`src/rtl/sample_bist.sv`:
```
// Built-in self-test for f = (x ^ (y & z)) | ~w: sweeps all 16 vectors into an external
// 'sample' instance, checks each response against a golden model and records failures.
module sample_bist #(
  parameter int unsigned SETTLE = 2,
  parameter int unsigned ERR_W  = 5
) (
  input  logic             i_clk,
  input  logic             i_rst_n,
  input  logic             i_start,
  output logic             o_x,
  output logic             o_y,
  output logic             o_z,
  output logic             o_w,
  input  logic             i_f,
  output logic             o_busy,
  output logic             o_done,
  output logic             o_pass,
  output logic [ERR_W-1:0] o_err_count,
  output logic             o_fail_vld,
  output logic [3:0]       o_fail_vec
);

  localparam int unsigned      CntW    = (SETTLE < 2) ? 1 : $clog2(SETTLE + 1);
  localparam logic [CntW-1:0]  CntLoad = CntW'(SETTLE);
  localparam logic [CntW-1:0]  CntOne  = CntW'(1);
  localparam logic [ERR_W-1:0] ErrMax  = '1;

  typedef enum logic [1:0] {StIdle, StWait, StCheck, StDone} state_e;

  state_e r_state, w_state_nxt;

  logic [3:0]       r_vec, w_vec_nxt;
  logic [CntW-1:0]  r_cnt, w_cnt_nxt;
  logic [ERR_W-1:0] r_err, w_err_nxt;
  logic             r_fail_vld, w_fail_vld_nxt;
  logic [3:0]       r_fail_vec, w_fail_vec_nxt;
  logic             r_busy, w_busy_nxt;
  logic             r_done, w_done_nxt;
  logic             r_pass, w_pass_nxt;

  logic w_golden;
  logic w_accept;
  logic w_mismatch;
  logic w_last;

  always_ff @(posedge i_clk or negedge i_rst_n) begin
    if (!i_rst_n) begin
      r_state <= StIdle;
    end else begin
      r_state <= w_state_nxt;
    end
  end

  always_comb begin
    w_state_nxt = r_state;
    case (r_state)
      StIdle, StDone: if (i_start) w_state_nxt = StWait;
      // Leave on the edge where the counter reaches zero.
      StWait:         if (r_cnt == CntOne) w_state_nxt = StCheck;
      StCheck:        w_state_nxt = (r_vec == 4'hF) ? StDone : StWait;
      default:        w_state_nxt = StIdle;
    endcase
  end

  always_comb begin
    w_golden   = (r_vec[3] ^ (r_vec[2] & r_vec[1])) | ~r_vec[0];
    w_accept   = ((r_state == StIdle) || (r_state == StDone)) && i_start;
    w_mismatch = (r_state == StCheck) && (i_f != w_golden);
    w_last     = (r_vec == 4'hF);

    w_vec_nxt      = r_vec;
    w_cnt_nxt      = r_cnt;
    w_err_nxt      = r_err;
    w_fail_vld_nxt = r_fail_vld;
    w_fail_vec_nxt = r_fail_vec;
    w_busy_nxt     = r_busy;
    w_done_nxt     = r_done;
    w_pass_nxt     = r_pass;

    if (w_accept) begin
      w_vec_nxt      = 4'h0;
      w_cnt_nxt      = CntLoad;
      w_err_nxt      = '0;
      w_fail_vld_nxt = 1'b0;
      w_fail_vec_nxt = 4'h0;
      w_busy_nxt     = 1'b1;
      w_done_nxt     = 1'b0;
      w_pass_nxt     = 1'b0;
    end else if (r_state == StWait) begin
      w_cnt_nxt = r_cnt - CntOne;
    end else if (r_state == StCheck) begin
      if (w_mismatch && (r_err != ErrMax)) begin
        w_err_nxt = r_err + ERR_W'(1);
      end
      if (w_mismatch && !r_fail_vld) begin
        w_fail_vld_nxt = 1'b1;
        w_fail_vec_nxt = r_vec;
      end
      if (!w_last) begin
        w_vec_nxt = r_vec + 4'h1;
        w_cnt_nxt = CntLoad;
      end else begin
        // Verdict must include a mismatch on the final vector.
        w_busy_nxt = 1'b0;
        w_done_nxt = 1'b1;
        w_pass_nxt = (w_err_nxt == '0);
      end
    end
  end

  always_ff @(posedge i_clk or negedge i_rst_n) begin
    if (!i_rst_n) begin
      r_vec      <= 4'h0;
      r_cnt      <= '0;
      r_err      <= '0;
      r_fail_vld <= 1'b0;
      r_fail_vec <= 4'h0;
      r_busy     <= 1'b0;
      r_done     <= 1'b0;
      r_pass     <= 1'b0;
    end else begin
      r_vec      <= w_vec_nxt;
      r_cnt      <= w_cnt_nxt;
      r_err      <= w_err_nxt;
      r_fail_vld <= w_fail_vld_nxt;
      r_fail_vec <= w_fail_vec_nxt;
      r_busy     <= w_busy_nxt;
      r_done     <= w_done_nxt;
      r_pass     <= w_pass_nxt;
    end
  end

  assign {o_x, o_y, o_z, o_w} = r_vec;
  assign o_busy      = r_busy;
  assign o_done      = r_done;
  assign o_pass      = r_pass;
  assign o_err_count = r_err;
  assign o_fail_vld  = r_fail_vld;
  assign o_fail_vec  = r_fail_vec;

endmodule

```
`config.mk`:
```
export PLATFORM = sky130hd
export DESIGN_NAME = sample_bist
export DESIGN_NICKNAME = d
export VERILOG_FILES = /design/src/rtl/sample_bist.sv
export SDC_FILE = /design/constraint.sdc
export NUM_CORES = 1
export LEC_CHECK = 0
export CAP_MARGIN = 20
export CORE_MARGIN = 3
export CORE_UTILIZATION = 54
export CTS_BUF_LIST = sky130_fd_sc_hd__clkbuf_4 sky130_fd_sc_hd__clkbuf_8
export CTS_CLUSTER_DIAMETER = 80
export CTS_CLUSTER_SIZE = 24
export DETAILED_ROUTE_END_ITERATION = 6
export HOLD_SLACK_MARGIN = 0.02
export PLACE_DENSITY_LB_ADDON = 0.3
export SLEW_MARGIN = 15
export SYNTH_ARGS = -nofsm -noshare
export SYNTH_HDL_FRONTEND = slang
export SYNTH_SLANG_ARGS = --single-unit
export TNS_END_PERCENT = 50
```
`constraint.sdc`:
```
create_clock -name i_clk -period 3.45 [get_ports i_clk]
set_input_delay 1.035 -clock i_clk [delete_from_list [all_inputs] [get_ports i_clk]]
set_output_delay 1.035 -clock i_clk [all_outputs]
set_load 0.005 [all_outputs]
```
==> flow_summary.yaml, run 1 <==
run_status:
  outcome: "finished, final reports clean"
floorplan:
  rows: 16
  fp.dieH_um: 54.2
  dieArea_um2: 2940
  start_util_pct: 60.3
  core_area_um2: 2080
  io_pins: 21
  die_w_um: 54.2
synth:
  synth_area_leaders: "dfrtp_1 (42%), ha_1 (7.0%), o21ai_0 (4.8%)"
  synth.distinct_cells: 38
  syn_inst: 131
  yosysWarnings: 0
  yosysTopAreaCell: "dfrtp_1"
  synth_top_area_share_pct: 41.8
  ys_ff_latch: 21
  synth.net_count: 142
  syn_area_um2: 1260
  yosysSeqAreaShare_pct: 41.8
  avgSynthCellArea_um2: 9.59
sta:
  hold_violations: 0
  rsz0062_at_grt: "false"
  timing.fmax_mhz: 340
  skew_ns: 0.00473
  finalCriticalPeriod_ns: 2.94
  slew_headroom_pct: 37.0
  whs_ns: 0.515
  fin_crit_sh_pct: 85.3
  setup_tns_ns: 0
  slew_viol_final: 0
  tightest_slew_ns: 0.942
  setup_viol: 0
critical_path:
  cp-endpoint: "o_pass$_DFFE_PN0P_"
  rrSetupSlack_ns: 0.60
  cp-start-kind: "primary input"
  reg2reg_depth: 8
  crit_start: "i_f"
  cp-end-kind: "flop"
  timing.rr.end: "o_pass$_DFFE_PN0P_"
  cp.arrival_ns: 3.15
  required_ns: 3.66
  path_max_fanout: 6
  r2r-start: "o_err_count[0]$_DFFE_PN0P_"
  criticalPathCategory: "primary input to flop"
final_layout:
  regArea_um2: 526
  area_growth_pct: 17.2
  n_antenna_cell: 0
  drive_above_1_share_pct: 6.04
  final_util_pct: 70.7
  n_fill_cell: 167
  multi_input_area_um2: 652
  layout.nets: 161
  final_common_cell: "dfrtp_1"
  final_cell_mix: "dfrtp_1 (21), clkdlybuf4s50_1 (20), o21ai_0 (12), inv_1 (9)"
global_routing:
  antenna_found_initial: 0
  grt_start_max_net_pins: 22
  grt_usage_pct: 22.9
  grt_pass1_wl_um: 4890
  grt_remaining_overflow: 0
  first_global_vias: 1098
cts:
  hold_buffers: 0
  insertion_delay_ns: 0.31
  cts_sinks: 21
  numCtsBuffers: 3
  root_buffer: "clkbuf_4"
  htree_levels: 1
  clk_pin_slew_worst_paths_ns: 0.12
  cts_setup_buffers: 0
  clk_path_buf_depth: 2
  cts_tree: "done"
  cts_resized: 0
power_and_ir_drop:
  vdd_drop_max_v: 0.000420
  finalPower_w: 0.000742
  power-per-cell-area_nw_per_um2: 504
  p_leak_nw: 0.662
run:
  drv_cap: 0
place:
  port_buffers: 20
  dp_hpwl_um: 2120
  gp_congestion: 0.770
min_path:
  hold_path_startpoint: "o_fail_vec[1]$_DFFE_PN0P_"
  min-delay-path-class: "flop to flop"
route:
  drc: 0
  viasPerCell: 6.48
  antenna_left: 0
  firstDrtPassIters: 4
  wire_per_inst_um: 16.3
  wirelength_um: 2870
  vias: 1141
  drt_iter0_drc: 34
==> cell families (layout without fill, tap and decap cells) <==
family                     Yosys count  count (layout)  synth area share (%)
DFF                                 21              21                  41.8
and+or+nand+nor                     44              44                  20.7
AOI/OAI and AO/OA                   42              42                  22.5
buffers and inverters               15              33                  6.27
muxes                                2               2                  1.69
adders and majority gates            7               7                  6.97
==> worst max-delay path: stages <==
cell and delay (ns):
clkdlybuf4s50_1 0.56, nand4b_1 0.12, or4_4 0.44, and3_4 0.20, or4_1 0.49, o41ai_2 0.31
==> per-stage QoR <==
stage                     std cells  worst slack, ns  cell area [µm²]
after floorplan                 131            0.842             1260
after global placement          172            0.271             1450
after detailed placement        172            0.210             1450
after CTS                       176            0.536             1470
after global routing            176            0.458             1470
final                           176            0.506             1470
==> worst min path at each step <==
stage	to	slack, ns	depth (start not counted)
2_1_floorplan	r_state[1]$_DFFE_PN0P_	0.48	2
3_3_place_gp	o_fail_vec[0]$_DFFE_PN0P_	0.49	1
3_5_place_dp	o_fail_vec[1]$_DFFE_PN0P_	0.49	1
4_1_cts	o_fail_vec[1]$_DFFE_PN0P_	0.52	1
5_1_grt	o_fail_vld$_DFFE_PN0P_	0.54	1
6_report	o_fail_vec[1]$_DFFE_PN0P_	0.51	1
==> cell usage after synthesis (all sizes together) <==
cell type / n
a21boi: 1
a21o: 2
a21oi: 8
a22o: 4
a31o: 1
a31oi: 1
a32o: 2
a41oi: 1
and2: 2
and3: 6
and3b: 2
and4b: 1
buf: 3
clkbuf: 3
dfrtp: 21
ha: 7
inv: 9
mux2: 1
mux2i: 1
nand2: 8
nand3: 5
nand4: 1
nand4b: 2
nor2: 8
nor3: 2
nor3b: 3
nor4bb: 1
o2111ai: 1
o211ai: 1
o21ai: 13
o22ai: 2
o311ai: 1
o31ai: 3
o41ai: 1
or4: 3
==> state kept, by name, summed over array words and instances, names as in the netlist, 2 cells and up <==
name / flops
o_err_count: 5
o_fail_vec: 4
r_cnt: 2
r_state: 2
r_vec: 4
==> per-layer routing <==
| metal | wire length (µm) | vias to the layer above | global-route usage [%] |
|---|---|---|---|
| met2 | 1480 | 54 | 38.4 |
| met4 | 27 | 0 | 9.13 |
| met3 | 216 | 6 | 5.99 |
| li1 | - | 528 | - |
| met1 | 1150 | 553 | 27.8 |
| met5 | 0 | - | 0 |
==> layout make-up <==
cell class                 count  area share, %
timing repair buffer          20           13.6
clock buffer                   3           1.53
clock inverter                 1          0.340
inverter                       9           2.29
tap                           27           2.29
sequential                    21           35.7
multi-input combinational     95           44.3
==> power by group <==
| part | internal, W | switching (W) |
|---|---|---|
| Combinational | 0.000141 | 0.000141 |
| Clock | 0.0000434 | 0.0000792 |
| Sequential | 0.000291 | 0.0000462 |
Power figures use the tool's default switching activity.
==> run 2, diff against run 1 <==
--- a/config.mk
+++ b/config.mk
@@ -12,8 +12,10 @@
 export CTS_CLUSTER_DIAMETER = 80
 export CTS_CLUSTER_SIZE = 24
 export DETAILED_ROUTE_END_ITERATION = 6
+export GPL_ROUTABILITY_DRIVEN = 0
 export HOLD_SLACK_MARGIN = 0.02
-export PLACE_DENSITY_LB_ADDON = 0.3
+export MAX_ROUTING_LAYER = met4
+export PLACE_DENSITY = 0.81
 export SLEW_MARGIN = 15
 export SYNTH_ARGS = -nofsm -noshare
 export SYNTH_HDL_FRONTEND = slang
==> run 2 against run 1 <==
- sequential share of layout area down 0.24 points
- sequential cell count unchanged
- clock skew is 0.0039 ns higher
- hold slack gained 0.0012 ns
- worst setup slack better by 0.022 ns
- maximum frequency grew 0.77%
- register-to-register slack gained 0.02 ns
- clock-buffer cell count up 1
- cell count up 0.57%
- via count shrank 1.6%
- critical path depth stayed put
==> flow_summary.yaml, run 2 (synthesis gave the netlist of run 1 again) <==
place:
  placedInstanceArea_um2: 1450
  port_buffers: 20
  dp.cells: 173
  dp_hpwl_um: 2140
cts:
  clk_pin_slew_worst_paths_ns: 0.12
  root_buffer: "clkbuf_4"
  cts_setup_buffers: 0
  cts_resized: 0
  hold_buffers: 0
  clk_path_buf_depth: 2
  insertion_delay_ns: 0.32
  cts_sinks: 21
  numCtsBuffers: 3
  cts_tree: "done"
  htree_levels: 1
critical_path:
  required_ns: 3.68
  timing.rr.end: "o_pass$_DFFE_PN0P_"
  cp-end-kind: "flop"
  max_stage_delay_ns: 0.58
  criticalPathCategory: "primary input to flop"
  crit_slowest_cell: "clkdlybuf4s50_1"
  cp.arrival_ns: 3.16
  rrSetupSlack_ns: 0.62
  cp-start-kind: "primary input"
  r2r-start: "o_err_count[0]$_DFFE_PN0P_"
  reg2reg_depth: 8
  crit_path_cell_trace: "clkdlybuf4s50_1, nand4b_1, or4_4, and3_4, or4_1, o41ai_2"
  path_max_fanout: 6
final_layout:
  final_area_um2: 1480
  final_util_pct: 71.2
  layout.nets: 162
  area_growth_pct: 18.0
  finalNonFillerCells: 177
  final_cell_mix: "dfrtp_1 (21), clkdlybuf4s50_1 (20), o21ai_0 (12), inv_1 (9)"
  largest_reg_flops: 5
  n_antenna_cell: 0
  final_common_cell: "dfrtp_1"
  drive_above_1_share_pct: 6.67
sta:
  setup_tns_ns: 0
  setup_viol: 0
  finalCriticalPeriod_ns: 2.92
  skew_ns: 0.00859
  slew_viol_final: 0
  tightest_slew_ns: 0.456
  fin_crit_sh_pct: 84.7
  timing.fmax_mhz: 342
  slew_headroom_pct: 69.5
  rsz0062_at_grt: "false"
  hold_violations: 0
route:
  top_layer_used: "met4"
  dr_wl_met3_um: 158
  viasPerCell: 6.34
  met2_length_um: 1400
  drc: 0
  wirelength_um: 3000
  antenna_left: 0
  drt_iter0_drc: 47
  firstDrtPassIters: 4
  wire_per_inst_um: 16.9
  vias: 1123
  met1_length_um: 1370
global_routing:
  antenna_found_initial: 0
  grt_start_max_net_pins: 22
  first_global_vias: 1137
  grt_remaining_overflow: 0
  grt_usage_pct: 24.4
  grt_pass1_wl_um: 5040
min_path:
  hold_path_depth: 1
  min-delay-path-class: "flop to flop"
  worstHoldEndpoint: "o_fail_vec[3]$_DFFE_PN0P_"
  hold_path_startpoint: "o_fail_vec[3]$_DFFE_PN0P_"
floorplan:
  die_w_um: 54.2
  start_util_pct: 60.3
  fp.dieH_um: 54.2
  rows: 16
  core_area_um2: 2080
  dieArea_um2: 2940
  io_pins: 21
power_and_ir_drop:
  vdd_drop_max_v: 0.000330
  finalPower_w: 0.000755
  p_leak_nw: 0.667
  power-per-cell-area_nw_per_um2: 509
run:
  drv_cap: 0
run_status:
  outcome: "finished, final reports clean"
==> run 2: worst max-delay path: cells and delay by family <==
kind                   cells  cell delay [ns]
buffers and inverters      1             0.58
AO/OA/AOI/OAI              1             0.28
AND/OR/NAND/NOR            4             1.25
==> run 2: metal layers <==
metal / up-vias / track usage (%)
met5: - / -
met4: 0 / 11.6
met3: 10 / 3.54
met2: 38 / 38.2
met1: 546 / 30.9
li1: 529 / -
==> run 2: where the power goes <==
| part | switching [W] | internal (W) | leakage, nW | total [W] |
|---|---|---|---|---|
| Clock | 0.0000794 | 0.0000533 | 0.0184 | 0.000133 |
| Combinational | 0.000144 | 0.000142 | 0.381 | 0.000286 |
| Sequential | 0.0000458 | 0.000291 | 0.268 | 0.000337 |
==> run 2: stage by stage <==
stage          setup slack (ns)  hold slack (ns)
6_report                  0.529            0.516
3_3_place_gp              0.280            0.489
3_5_place_dp              0.182            0.492
4_1_cts                   0.542            0.522
5_1_grt                   0.461            0.532
2_1_floorplan             0.842            0.475
==> run 2: area by class of cell <==
| cell class | count | area, µm² |
|---|---|---|
| Multi-Input combinational cell | 95 | 652 |
| Timing Repair Buffer | 21 | 208 |
| Tap cell | 27 | 33.8 |
| Fill cell | 175 | 599 |
| Sequential cell | 21 | 526 |
| Inverter | 9 | 33.8 |
| Clock buffer | 4 | 30.0 |
==> run 2: worst max-delay path by stage <==
stage                                          start            endpoint  slack, ns  cells past startpoint
final                                            i_f  o_pass$_DFFE_PN0P_       0.53                      6
after global routing                             i_f  o_pass$_DFFE_PN0P_       0.46                      6
after CTS                                        i_f  o_pass$_DFFE_PN0P_       0.54                      6
after detailed placement                         i_f  o_pass$_DFFE_PN0P_       0.18                      6
after global placement                           i_f  o_pass$_DFFE_PN0P_       0.28                      6
after floorplan           o_err_count[0]$_DFFE_PN0P_  o_pass$_DFFE_PN0P_       0.84                      8
